## config.mk

```make
export PLATFORM = sky130hd
export DESIGN_NAME = apb_master
export DESIGN_NICKNAME = d
export VERILOG_FILES = /design/src/rtl/apb_defs.sv /design/src/rtl/apb_wait_timer.sv /design/src/rtl/apb_master.sv
export SDC_FILE = /design/constraint.sdc
export NUM_CORES = 1
export LEC_CHECK = 0
export CAP_MARGIN = 20
export CORE_MARGIN = 2
export CORE_UTILIZATION = 25
export DETAILED_ROUTE_END_ITERATION = 6
export HOLD_SLACK_MARGIN = 0.03
export MAX_ROUTING_LAYER = met4
export SLEW_MARGIN = 25
export SYNTH_ARGS = -nofsm -noshare
export SYNTH_HDL_FRONTEND = slang
export SYNTH_SLANG_ARGS = --single-unit
```

## constraint.sdc

```tcl
create_clock -name pclk -period 2.7 [get_ports pclk]
set_clock_uncertainty 0.05 [all_clocks]
set_input_delay 0.54 -clock pclk [delete_from_list [all_inputs] [get_ports pclk]]
set_output_delay 0.54 -clock pclk [all_outputs]
set_load 0.02 [all_outputs]
```

## src/rtl/apb_defs.sv

```systemverilog
// Shared APB definitions: FSM state encoding and default bus widths.
package apb_defs;

  localparam logic [1:0] IDLE   = 2'd0;
  localparam logic [1:0] SETUP  = 2'd1;
  localparam logic [1:0] ACCESS = 2'd2;
  localparam logic [1:0] RESP   = 2'd3;

  typedef enum logic [1:0] {
    ST_IDLE   = IDLE,
    ST_SETUP  = SETUP,
    ST_ACCESS = ACCESS,
    ST_RESP   = RESP
  } apb_state_e;

  localparam int APB_ADDR_W = 32;
  localparam int APB_DATA_W = 32;

  // True when a TO_W-bit counter can hold the timeout limit without wrapping.
  function automatic bit apb_to_w_ok(input int timeout, input int to_w);
    return (64'd1 << to_w) > 64'(timeout);
  endfunction

endpackage

```

## src/rtl/apb_wait_timer.sv

```systemverilog
// Saturating wait-state counter. o_expired flags the enabled increment that
// lands on LIMIT, so the owner can act on the same edge. LIMIT=0 never expires.
module apb_wait_timer #(
  parameter int TO_W  = 5,
  parameter int LIMIT = 16
) (
  input  logic i_clk,
  input  logic i_rst_n,
  input  logic i_clr,
  input  logic i_en,
  output logic o_expired
);

  localparam logic [TO_W:0] LIM = (TO_W+1)'(LIMIT);

  logic [TO_W-1:0] r_count;
  logic [TO_W:0]   w_next;
  logic            w_sat;

  assign w_next    = {1'b0, r_count} + {{TO_W{1'b0}}, 1'b1};
  assign w_sat     = (r_count == {TO_W{1'b1}});
  assign o_expired = (LIMIT != 0) && i_en && (w_next >= LIM);

  // Count enabled cycles, holding at all-ones rather than wrapping.
  always_ff @(posedge i_clk or negedge i_rst_n) begin
    if (!i_rst_n) begin
      r_count <= '0;
    end else if (i_clr) begin
      r_count <= '0;
    end else if (i_en && !w_sat) begin
      r_count <= w_next[TO_W-1:0];
    end
  end

endmodule

```

## src/rtl/apb_master.sv

```systemverilog
// Single-channel APB master: one request at a time in, one response out.
//
// state  | meaning
// IDLE   | bus idle, ready for a request
// SETUP  | psel=1, penable=0 for exactly one cycle
// ACCESS | psel=1, penable=1, waiting on pready or timeout
// RESP   | rsp_valid held until rsp_ready; may accept the next request
module apb_master
  import apb_defs::*;
#(
  parameter int ADDR_W  = APB_ADDR_W,
  parameter int DATA_W  = APB_DATA_W,
  parameter int TIMEOUT = 16,
  parameter int TO_W    = 5
) (
  input  logic              pclk,
  input  logic              preset,
  input  logic              req_valid,
  output logic              req_ready,
  input  logic [ADDR_W-1:0] req_addr,
  input  logic              req_write,
  input  logic [DATA_W-1:0] req_wdata,
  output logic              rsp_valid,
  input  logic              rsp_ready,
  output logic [DATA_W-1:0] rsp_rdata,
  output logic              rsp_timeout,
  output logic              psel,
  output logic              penable,
  output logic [ADDR_W-1:0] paddr,
  output logic              pwrite,
  output logic [DATA_W-1:0] pwdata,
  input  logic [DATA_W-1:0] prdata,
  input  logic              pready
);

  apb_state_e        r_state;
  logic              r_psel;
  logic              r_penable;
  logic [ADDR_W-1:0] r_paddr;
  logic              r_pwrite;
  logic [DATA_W-1:0] r_pwdata;
  logic              r_rsp_valid;
  logic [DATA_W-1:0] r_rsp_rdata;
  logic              r_rsp_timeout;

  logic w_req_ready;
  logic w_accept;
  logic w_tmr_en;
  logic w_expired;

  // Ready depends only on state and rsp_ready; held low while in reset.
  assign w_req_ready = preset &
                       ((r_state == ST_IDLE) | ((r_state == ST_RESP) & rsp_ready));
  assign w_accept    = req_valid & w_req_ready;
  assign w_tmr_en    = (r_state == ST_ACCESS) & ~pready;

  assign req_ready   = w_req_ready;
  assign psel        = r_psel;
  assign penable     = r_penable;
  assign paddr       = r_paddr;
  assign pwrite      = r_pwrite;
  assign pwdata      = r_pwdata;
  assign rsp_valid   = r_rsp_valid;
  assign rsp_rdata   = r_rsp_rdata;
  assign rsp_timeout = r_rsp_timeout;

  // Wait-state counter, cleared whenever a request moves us into SETUP.
  apb_wait_timer #(
    .TO_W  (TO_W),
    .LIMIT (TIMEOUT)
  ) u_wait_timer (
    .i_clk     (pclk),
    .i_rst_n   (preset),
    .i_clr     (w_accept),
    .i_en      (w_tmr_en),
    .o_expired (w_expired)
  );

  // Transfer sequencing with all bus and response outputs registered.
  always_ff @(posedge pclk or negedge preset) begin
    if (!preset) begin
      r_state       <= ST_IDLE;
      r_psel        <= 1'b0;
      r_penable     <= 1'b0;
      r_paddr       <= '0;
      r_pwrite      <= 1'b0;
      r_pwdata      <= '0;
      r_rsp_valid   <= 1'b0;
      r_rsp_rdata   <= '0;
      r_rsp_timeout <= 1'b0;
    end else begin
      case (r_state)
        ST_IDLE: begin
          if (w_accept) begin
            r_paddr  <= req_addr;
            r_pwrite <= req_write;
            r_pwdata <= req_wdata;
            r_psel   <= 1'b1;
            r_state  <= ST_SETUP;
          end
        end
        ST_SETUP: begin
          r_penable <= 1'b1;
          r_state   <= ST_ACCESS;
        end
        ST_ACCESS: begin
          // Completion takes priority over a timeout landing on the same edge.
          if (pready) begin
            r_psel        <= 1'b0;
            r_penable     <= 1'b0;
            r_rsp_valid   <= 1'b1;
            r_rsp_rdata   <= r_pwrite ? '0 : prdata;
            r_rsp_timeout <= 1'b0;
            r_state       <= ST_RESP;
          end else if (w_expired) begin
            r_psel        <= 1'b0;
            r_penable     <= 1'b0;
            r_rsp_valid   <= 1'b1;
            r_rsp_rdata   <= '0;
            r_rsp_timeout <= 1'b1;
            r_state       <= ST_RESP;
          end
        end
        ST_RESP: begin
          if (rsp_ready) begin
            r_rsp_valid   <= 1'b0;
            r_rsp_rdata   <= '0;
            r_rsp_timeout <= 1'b0;
            if (w_accept) begin
              r_paddr  <= req_addr;
              r_pwrite <= req_write;
              r_pwdata <= req_wdata;
              r_psel   <= 1'b1;
              r_state  <= ST_SETUP;
            end else begin
              r_state  <= ST_IDLE;
            end
          end
        end
        default: begin
          r_state   <= ST_IDLE;
          r_psel    <= 1'b0;
          r_penable <= 1'b0;
        end
      endcase
    end
  end

endmodule

```

After elaboration in Yosys (flattened, before gate mapping)
Index checks and enable logic that the tools add are counted.

storage, ports and cells
  flip-flop bits (word level) = 108
  logic and storage cells = 73

cells by class
  reductions and logical operators = 14
  $add $sub $neg = 1
  multiplexer cells = 34
  equal/unequal tests = 7
  bitwise operators = 6
  $lt $le $gt $ge = 1

operators by type and width
  operator               number
  $mux W32               8
  $pmux W32 S2           3
  $mux W1                11
  $mux W5                2
  $reduce_and A3 Y1      3
  $mux W2                4
  $pmux W1 S2            4
  $pmux W2 S4            1
  $reduce_bool A2 Y1     4
  $add A5 B1 Y6 const B  1
  $ge A6 B5 Y1 const B   1
  $eq A5 B5 Y1 const B   1
  $and A1 B1 Y1          4
  $eq A2 B2 Y1 const B   2
  $reduce_and A2 Y1      2
  $ne A3 B2 Y1 const B   1
  $pmux W1 S3            1
  $reduce_bool A3 Y1     1
  $eq A2 B1 Y1 const B   1
  $logic_and A1 B1 Y1    2
  $logic_not A2 Y1       1
  $ne A2 B1 Y1 const B   1
  $ne A2 B2 Y1 const B   1
  $logic_not A1 Y1       1
  2 further kinds        2

Depth between registers and ports, before layout
Gate-level depths: netlist of the first run.

  depth in word-level cells = 8
  depth in mapped cells = 8
  gate-level depth less buffers = 7

By module
Synthesis of the first run repeated with hierarchy kept, for this count alone.

unflattened totals
  cell total of the unflattened synthesis = 280
  area total of the unflattened synthesis = 4312.9 µm²

by module, submodules not included
  module          instances  cells an instance  area an instance (µm²)
  apb_master      1          255                4023.9
  apb_wait_timer  1          25                 289.0

Worst setup path after synthesis of the first run
No wires, ideal clock.

  kind = flip-flop to flip-flop
  from = register u_wait_timer.r_count[0]
  to = register r_rsp_timeout, in the netlist rsp_timeout
  stages on the path, launching flop included = 8
  path slack = 0.632 ns
  path buffers = 0
  data arrival time = 1.894 ns
  library setup time = 0.125 ns
  cell sequence = dfrtp_1 > ha_1 > and3_1 > ha_1 > nor2_1 > o211ai_4 > o211ai_4 > mux2_2

on the way
  longest elaborated chain between the ends = 5

RTL lines
  what                         line                  text
  start: declaration           apb_wait_timer.sv:16  logic [TO_W-1:0] r_count;
  start signal: assignment     apb_wait_timer.sv:31  r_count <= w_next[TO_W-1:0];
  $add A5 B1 Y6                apb_wait_timer.sv:20  assign w_next = {1'b0, r_count} + {{TO_W{1'b0}}, 1'b1};
  $ge A6 B5 Y1                 apb_wait_timer.sv:22  assign o_expired = (LIMIT != 0) && i_en && (w_next >= LIM);
  $logic_and A1 B1 Y1          apb_wait_timer.sv:22
  $ne A3 B2 Y1 (no line)       -
  $reduce_and A3 Y1 (no line)  -
  end signal: assignment       apb_master.sv:90      r_rsp_timeout <= 1'b0;
  end signal: assignment       apb_master.sv:113     r_rsp_timeout <= 1'b0;
  end signal: assignment       apb_master.sv:120     r_rsp_timeout <= 1'b1;
  end: declaration             apb_master.sv:44      logic r_rsp_timeout;

Every way passes these cells.
A chain may end at the register's enable or synchronous reset.

Worst setup path in the final report of the first run
  from = register r_state[1]
  to = output req_ready

on the way
  longest elaborated chain between the ends = 4
  elaborated cells between the ends (all ways) = 5

RTL lines
  what                      line               text
  start: declaration        apb_master.sv:36   apb_state_e r_state;
  start signal: assignment  apb_master.sv:82   r_state <= ST_IDLE;
  start signal: assignment  apb_master.sv:99   r_state <= ST_SETUP;
  start signal: assignment  apb_master.sv:104  r_state <= ST_ACCESS;
  $eq A2 B2 Y1              apb_master.sv:53   ((r_state == ST_IDLE) | ((r_state == ST_RESP) & rsp_ready));
  $and A1 B1 Y1             apb_master.sv:53
  $or A1 B1 Y1 (*)          apb_master.sv:53
  $and A1 B1 Y1 (*)         apb_master.sv:52   assign w_req_ready = preset &
  end: declaration          apb_master.sv:19   output logic req_ready,

Mark *: on every way between the ends. The rest lies on a longest branch, timed or not.

==> results of run 1 <==
[layout make-up]
class,count,area (um^2)
diodes,1,2.50
clock buffers,13,250
clock inverters,3,22.5
fillers,1672,10900
inverters,4,15.0
multi-input cells,149,1690
flip-flops and latches,108,2700
well taps,229,287
repair buffers,210,2110
[repair_timing]
item | in CTS | in global routing
gates resized for setup | 0 | 2
endpoints found under the setup margin | 0 | 1
buffers inserted | 0 | 0
[layout by cell type, fill, tap and decap left out, types with 2 or more instances in the layout]
master | synthesis | final
clkdlybuf4s50_1 | 0 | 201
dfrtp_1 | 108 | 108
mux2_4 | 50 | 50
a22o_2 | 26 | 26
mux2_2 | 17 | 17
nor2_1 | 11 | 11
clkbuf_16 | 0 | 9
a22o_1 | 7 | 7
ha_1 | 7 | 7
buf_4 | 0 | 6
nand2_1 | 4 | 4
inv_1 | 3 | 3
mux2i_1 | 3 | 3
clkbuf_1 | 0 | 3
clkinvlp_4 | 0 | 3
o211ai_4 | 2 | 2
a31oi_1 | 2 | 2
xor2_1 | 2 | 2
buf_12 | 5 | 2
[worst max-delay path, cell delays in order, from the launching register on]
cell and delay [ns]:
dfrtp_1 0.43, inv_1 0.10, ha_1 0.24, a21oi_4 0.17
and2b_1 0.19, dlymetal6s2s_1 0.20
[state kept, by name, indices dropped and copies added, names as in the netlist]
register	flops
paddr	32
penable	1
psel	1
pwdata	32
pwrite	1
r_state	2
rsp_rdata	32
rsp_timeout	1
rsp_valid	1
u_wait_timer.r_count	5
[per-layer routing]
layer	up-vias	GRT usage, %	wire length (um)
met5	-	-	0
met4	0	3.67	205
met3	14	5.33	1010
met2	150	18.7	5260
met1	1488	14.7	4960
li1	1399	-	-
[logic make-up (layout without fill, tap and decap cells)]
group,after synthesis,in the layout,share of synthesized area [%]
adder cells (fa/ha/maj),7,7,1.91
flip-flops,108,108,58.9
buffers and inverters,18,230,4.58
AO/OA/AOI/OAI,42,42,8.97
AND/OR/NAND/NOR,27,27,3.93
other,0,1,0
multiplexers,70,70,21.2
XOR/XNOR,3,3,0.572
[worst paths after layout]
check,depth (start not counted),end,slack [ns],from
hold / removal,2,rsp_rdata[2],0.34,preset
max in group asynchronous,3,paddr[5],1.17,preset
min in group pclk,1,rsp_rdata[1],0.45,rsp_rdata[1]
hold reg to reg,1,rsp_rdata[1],0.45,rsp_rdata[1]
setup / recovery,5,req_ready,0.43,r_state[1]
setup reg to reg,6,pwdata[19],0.49,r_state[1]
[through the flow]
| step | setup slack (ns) | total power, mW |
|---|---|---|
| floorplan | 0.632 | 5.39 |
| global placement | 0.140 | 7.29 |
| detailed placement | 0.144 | 7.35 |
| CTS | 0.0407 | 8.67 |
| global route | 0.329 | 9.03 |
| finish | 0.430 | 8.54 |
[report_power, final]
group	switching [mW]	total, mW	leakage [nW]	internal (mW)
Sequential	0.454	2.84	1.35	2.38
Combinational	2.00	4.47	1.57	2.46
Clock	0.581	1.23	0.122	0.653
Total	3.04	8.54	3.04	5.50
==> impl_metrics.ini, run 1 <==
[power]
vdd.ir_drop.worst_v = 0.000542
powerDensity_mw_per_mm2 = 1210
cellLeakagePower_nw = 3.04

[layout]
layout-drive-gt1-share_pct = 25.5
final_cells = 717
syn_to_final_growth_pct = 54.1
layout.nets = 591
fin_util_pct = 39.4
stdcell_area_mm2 = 0.00707

[global_routing]
grt_pass1_vias = 3395
antenna_found_initial = 1
gr-usage-all-layers_pct = 12.3
grt_pass1_wl_mm = 18.3
grt-ovfl-total = 0
grt_max_degree = 64

[clock_tree]
root_buffer = clkbuf_16
cts.sinks = 108
hold_buffers = 0
h-tree-depth = 3
path_clk_slew_ns = 0.07
numCtsBuffers = 9
clock_path_buffers = 2
cts_tree = built
insertion_delay_ns = 0.34

[floorplanning]
rows = 49
fp.coreArea_mm2 = 0.0180
die_y_um = 140
start_util_pct = 25.6
dieArea_mm2 = 0.0195
chipWidth_um = 140
num_io_pins = 204

[synth]
synth_area_leaders = dfrtp_1 59%, mux2_4 16%, a22o_2 5.7%
syn_nets = 384
synth_common_cells = 108 x dfrtp_1, 50 x mux2_4, 26 x a22o_2
synth_cells = 275
ys_warn_count = 0
async_flop_share_pct = 100
synth.distinct_cells = 35
synth-edff-count = 0
synth_ff_type = dfrtp_1
synth_area_per_cell_um2 = 16.7
yosys.area.top_type = dfrtp_1
synth-seq-cells = 108
synth_seq_area_share_pct = 58.9
synth_top_area_share_pct = 58.9
synth_area_mm2 = 0.00459
yosysMostFrequentCell = dfrtp_1

[drt]
drc_errors = 0
ant_nets = 0
via_per_inst = 4.26
drtIter0Drc = 79
routedWlPerCell_um = 15.9
vias = 3051
drtPass1Iterations = 4
drt_wl_total_mm = 11.4

[worst_setup_path]
cp_max_fo = 5
cp-end-kind = output pin
critPathKind = reg2out
worstSetupStartpointType = register
arrival_ns = 1.68
crit_required_ns = 2.11

[place]
routabilityCongestion = 0.781
port-buffer-count = 203
place_area_mm2 = 0.00679
dpl.hpwl_mm = 8.25
dp.cells = 700

[sta]
rsz0062_at_grt = false
fin_crit_sh_pct = 84.1
final_hold_viol_count = 0
fin_tns_setup_ns = 0
slew_violations = 0
min_period_ns = 2.27
worst_pin_slew_ns = 0.800
fmax_mhz = 440
finalSetupViolCount = 0
holdWs_ns = 0.345
relSlewSlack_pct = 46.7

[outcome]
status = finished clean

[run]
cap_violations = 0

[min_path]
hp-class = in2async
(Power assumes the default switching activity.)
==> inputs of run 2 (changes only) <==
Clock period 2.7 ns to 2.15 ns, I/O delays scaled along.
==> run 2 against run 1 <==
Net effect: routed wire length rose by 2.7%; combinational power rose by 35%; total power rose by 32%; first-iteration DRC count rose by 86%; worst setup slack got worse by 0.34 ns; sequential share of layout area fell by 1.7 points; sequential power rose by 25%; clock power rose by 37%; global-route usage rose by 0.19 points; clock-buffer cell count fell by 3; critical endpoint is now pwdata[18]; largest power group unchanged.
==> impl_metrics.ini, run 2 (synthesized netlist as in run 1, its figures left out) <==
[outcome]
status = finished clean

[power]
p_sw_mw = 3.95
totalPowerFinal_mw = 11.3
pwr-share-clk_pct = 14.9
seq_power_share_pct = 31.6
cellLeakagePower_nw = 3.19
p_sw_share_pct = 35.1
powerDensity_mw_per_mm2 = 1520
vdd.ir_drop.worst_v = 0.000822
p_int_mw = 7.31
pwr-share-comb_pct = 53.5

[global_routing]
grt_max_degree = 101
antenna_found_initial = 0
grt_pass1_vias = 3445
gr-usage-all-layers_pct = 12.5
grt-ovfl-total = 0
grt_pass1_wl_mm = 18.4

[layout]
n_fill_cell = 1659
layout.nets = 614
final_common_cell = clkdlybuf4s50_1
final_cells = 739
syn_to_final_growth_pct = 61.2
layout-drive-gt1-share_pct = 30.8
fin_util_pct = 41.2
final_cell_mix = 201 x clkdlybuf4s50_1, 107 x dfrtp_1, 50 x mux2_4, 26 x a22o_2, 19 x buf_4
insertedDiodeCount = 0
stdcell_area_mm2 = 0.00740

[drt]
via_per_inst = 4.31
routedWlPerCell_um = 15.9
drtIter0Drc = 147
drt_wl_total_mm = 11.7
ant_nets = 0
drtPass1Iterations = 4
vias = 3185
drc_errors = 0

[sta]
slew_violations = 0
worst_pin_slew_ns = 0.542
holdWs_ns = 0.409
min_period_ns = 2.06
final_hold_viol_count = 0
finalSetupViolCount = 0
fin_tns_setup_ns = 0
fmax_mhz = 485
fin_ws_ns = 0.0897
fin_crit_sh_pct = 95.8
relSlewSlack_pct = 63.8

[floorplanning]
chipWidth_um = 140
dieArea_mm2 = 0.0195
rows = 49
num_io_pins = 204
die_y_um = 140
fp.coreArea_mm2 = 0.0180
start_util_pct = 25.6

[place]
port-buffer-count = 203
place_ws_ns = -0.126
dpl.hpwl_mm = 8.32
routabilityCongestion = 0.793
place_area_mm2 = 0.00696
dp.cells = 716

[worst_setup_path]
worst-r2r-setup-slack_ns = 0.10
worstSetupStartpointType = primary input
arrival_ns = 2.25
reg2reg_from = u_wait_timer.r_count[0]
critPathKind = in2reg
endpoint = pwdata[18]
cp-startpoint = preset
cp_max_fo = 13
crit_required_ns = 2.34
cp-end-kind = register
reg2reg_to = rsp_rdata[8]
worst_r2r_path_depth = 8

[clock_tree]
cts_tree = built
cts.sinks = 108
numCtsBuffers = 9
root_buffer = clkbuf_16
h-tree-depth = 3
clock_path_buffers = 2
insertion_delay_ns = 0.35
path_clk_slew_ns = 0.07

[run]
cap_violations = 0

[min_path]
hp-class = in2async
## run 2: worst max-delay path: stages
cell and delay (ns):
dlygate4sd3_1 0.54, buf_6 0.18, nand2_1 0.15, nor3_4 0.24, buf_12 0.19, buf_4 0.15
mux2_2 0.34
## run 2: per-layer routing
layer | part of all wire, % | GRT usage, % | routed length [um]
met5 | 0 | - | 0
met2 | 47 | 19.1 | 5560
met1 | 44 | 15.4 | 5120
met3 | 7.9 | 4.82 | 929
met4 | 1.1 | 3.51 | 133
## run 2: layout make-up
class	instances	area [um^2]	area share, %
clock buffer	10	229	3.09
sequential	108	2700	36.5
multi-input combinational	149	1710	23.1
tap	229	287	3.87
clock inverter	6	70.1	0.947
inverter	4	15.0	0.203
timing repair buffer	233	2390	32.3
## run 2: worst min-delay path by stage
stage	start	depth (start not counted)	to	slack, ns
detailed placement	preset	1	paddr[0]	0.25
global placement	preset	1	paddr[2]	0.25
CTS	preset	2	paddr[0]	0.41
global route	preset	2	paddr[0]	0.39
finish	preset	2	paddr[0]	0.41
floorplan	preset	0	paddr[0]	0.08
## run 2: power by group through the flow
stage | Clock, mW | Sequential (mW) | Combinational (mW)
floorplan | 0 | 4.67 | 2.10
global placement | 0 | 3.57 | 5.71
detailed placement | 0 | 3.57 | 5.79
CTS | 1.77 | 3.57 | 5.84
global route | 1.87 | 3.69 | 6.33
finish | 1.68 | 3.56 | 6.03
## run 2: repair_timing
action	CTS	global route
hold buffers	1	0
endpoints found under the setup margin	18	50
gates resized for setup	4	13
endpoints found under the hold margin	8	0
buffers inserted	2	2
gates cloned	0	2
pin swaps	0	1
==> inputs of run 3 (changes only) <==
Settings changed: PLACE_DENSITY set to 0.53, SETUP_SLACK_MARGIN set to 0.2, SKIP_LAST_GASP set to 1.
==> run 3 against run 2 <==
Net effect: clock power is essentially flat; combinational power increased by 13%; via count increased by 1.1%; critical endpoint is now rsp_rdata[29]; largest cell class unchanged.
==> impl_metrics.ini, run 3 (synthesized netlist as in run 1, its figures left out) <==
[clock_tree]
numCtsBuffers = 9
cts_tree = built
root_buffer = clkbuf_16
insertion_delay_ns = 0.35
h-tree-depth = 3
clock_path_buffers = 2
cts.sinks = 108
path_clk_slew_ns = 0.07

[power]
pwr-share-comb_pct = 56.3
pwr-share-clk_pct = 13.7
p_int_mw = 7.90
p_sw_mw = 4.18
totalPowerFinal_mw = 12.1
vdd.ir_drop.worst_v = 0.000720
seq_power_share_pct = 30.0
powerDensity_mw_per_mm2 = 1520
cellLeakagePower_nw = 3.48
p_sw_share_pct = 34.6

[worst_setup_path]
cp_num_buf_inv = 2
cp.depth = 9
critPathKind = reg2reg
cp-end-kind = register
path_common_cell = o211ai_4
worstSetupStartpointType = register
arrival_ns = 2.17
crit_required_ns = 2.34
slowest_stage = dfrtp_1
cp_max_fo = 6
crit_family = adder cells
worst_r2r_path_depth = 9
crit_chain = ha_2 > and3_4 > ha_4 > nor2_4 > o211ai_4 > o211ai_4 > buf_6 > clkbuf_16 > a22o_4
slowest_delay_ns = 0.39

[floorplanning]
start_util_pct = 25.6
dieArea_mm2 = 0.0195
rows = 49
num_io_pins = 204
fp.coreArea_mm2 = 0.0180
die_y_um = 140
chipWidth_um = 140

[sta]
finalSetupViolCount = 0
rsz0062_at_grt = true
final_hold_viol_count = 0
fmax_mhz = 506
min_period_ns = 1.98
worst_pin_slew_ns = 0.435
relSlewSlack_pct = 71.0
fin_crit_sh_pct = 92.0
slew_violations = 0
holdWs_ns = 0.0314
fin_tns_setup_ns = 0

[global_routing]
grt-ovfl-total = 0
gr-usage-all-layers_pct = 12.9
grt_max_degree = 73
grt_pass1_vias = 3431
grt_pass1_wl_mm = 19.2
antenna_found_initial = 0

[min_path]
hp-class = in2async

[drt]
drt_wl_total_mm = 12.4
drc_errors = 0
via_per_inst = 4.27
vias = 3221
drtIter0Drc = 130
ant_nets = 0
drtPass1Iterations = 4
routedWlPerCell_um = 16.5

[layout]
insertedDiodeCount = 0
stdcell_area_mm2 = 0.00793
final_common_cell = clkdlybuf4s50_1
layout-drive-gt1-share_pct = 33.3
final_cell_mix = 200 x clkdlybuf4s50_1, 107 x dfrtp_1, 55 x mux2_4, 25 x a22o_4, 22 x buf_4
n_fill_cell = 1625
syn_to_final_growth_pct = 72.7
layout.nets = 631

[place]
place_area_mm2 = 0.00703
port-buffer-count = 203
routabilityCongestion = 0.795
dpl.hpwl_mm = 8.53

[run]
cap_violations = 0

[outcome]
status = finished clean
## run 3: changes by cell type in the layout (fill, tap and decap cells not counted), moves of 3 or more
cell	delta
buf_16	+4
buf_4	+3
mux2_2	-5
a22o_4	+25
a22o_2	-25
buf_8	+3
mux2_4	+5
buf_6	+4
## run 3: cell type report
type	instances	area (um^2)	area share (%)
inverter	4	15.0	0.189
tap	229	287	3.61
clock buffer	11	243	3.06
sequential	108	2700	34.1
timing repair buffer	250	2690	34.0
multi-input combinational	149	1940	24.5
clock inverter	4	50.0	0.631
## run 3: worst reg2reg max path, delay by kind of cell (launching register included)
kind            cells  cell delay (ns)
fa+ha+maj           2             0.46
buf+inv             2             0.32
flops               1             0.39
compound gates      3             0.43
simple gates        2             0.21
## run 3: worst paths after layout
check                                             start       endpoint  slack (ns)
worst max-delay path            u_wait_timer.r_count[1]  rsp_rdata[29]        0.17
worst min-delay path                             preset     pwdata[24]        0.03
worst max register to register  u_wait_timer.r_count[1]  rsp_rdata[29]        0.17
worst min register to register               pwdata[13]     pwdata[13]        0.46
max in group asynchronous                        preset     pwdata[15]        1.45
min in group pclk                            pwdata[13]     pwdata[13]        0.46
## run 3: power groups by stage
stage / clock network [mW] / registers, mW / logic, mW
after floorplan: 0 / 4.68 / 2.11
after global placement: 0 / 3.59 / 5.82
after detailed placement: 0 / 3.60 / 5.86
after CTS: 1.74 / 3.60 / 6.49
after global routing: 1.81 / 3.75 / 7.16
final: 1.66 / 3.62 / 6.80
## run 3: routing by layer
layer  GRT usage, %  wire length, um
met1           16.4             5690
met2           19.9             5850
met3           3.58              698
met4           4.52              197
met5              -                0
## run 3: stage by stage
stage / worst slack, ns / utilization [%] / cells
global route: 0.115 / 44.1 / 755
detailed placement: -0.172 / 39.1 / 719
floorplan: 0.164 / - / 275
CTS: 0.162 / 42.4 / 748
finish: 0.173 / 44.1 / 755
global placement: -0.137 / 39.1 / 719
## run 3: what timing repair did
| action | CTS | global route |
|---|---|---|
| gates resized for setup | 32 | 29 |
| pin swaps | 6 | 31 |
| setup endpoints to repair | 92 | 87 |
| cloned | 3 | 4 |
| endpoints found under the hold margin | 3 | 3 |
| buffers inserted | 11 | 1 |
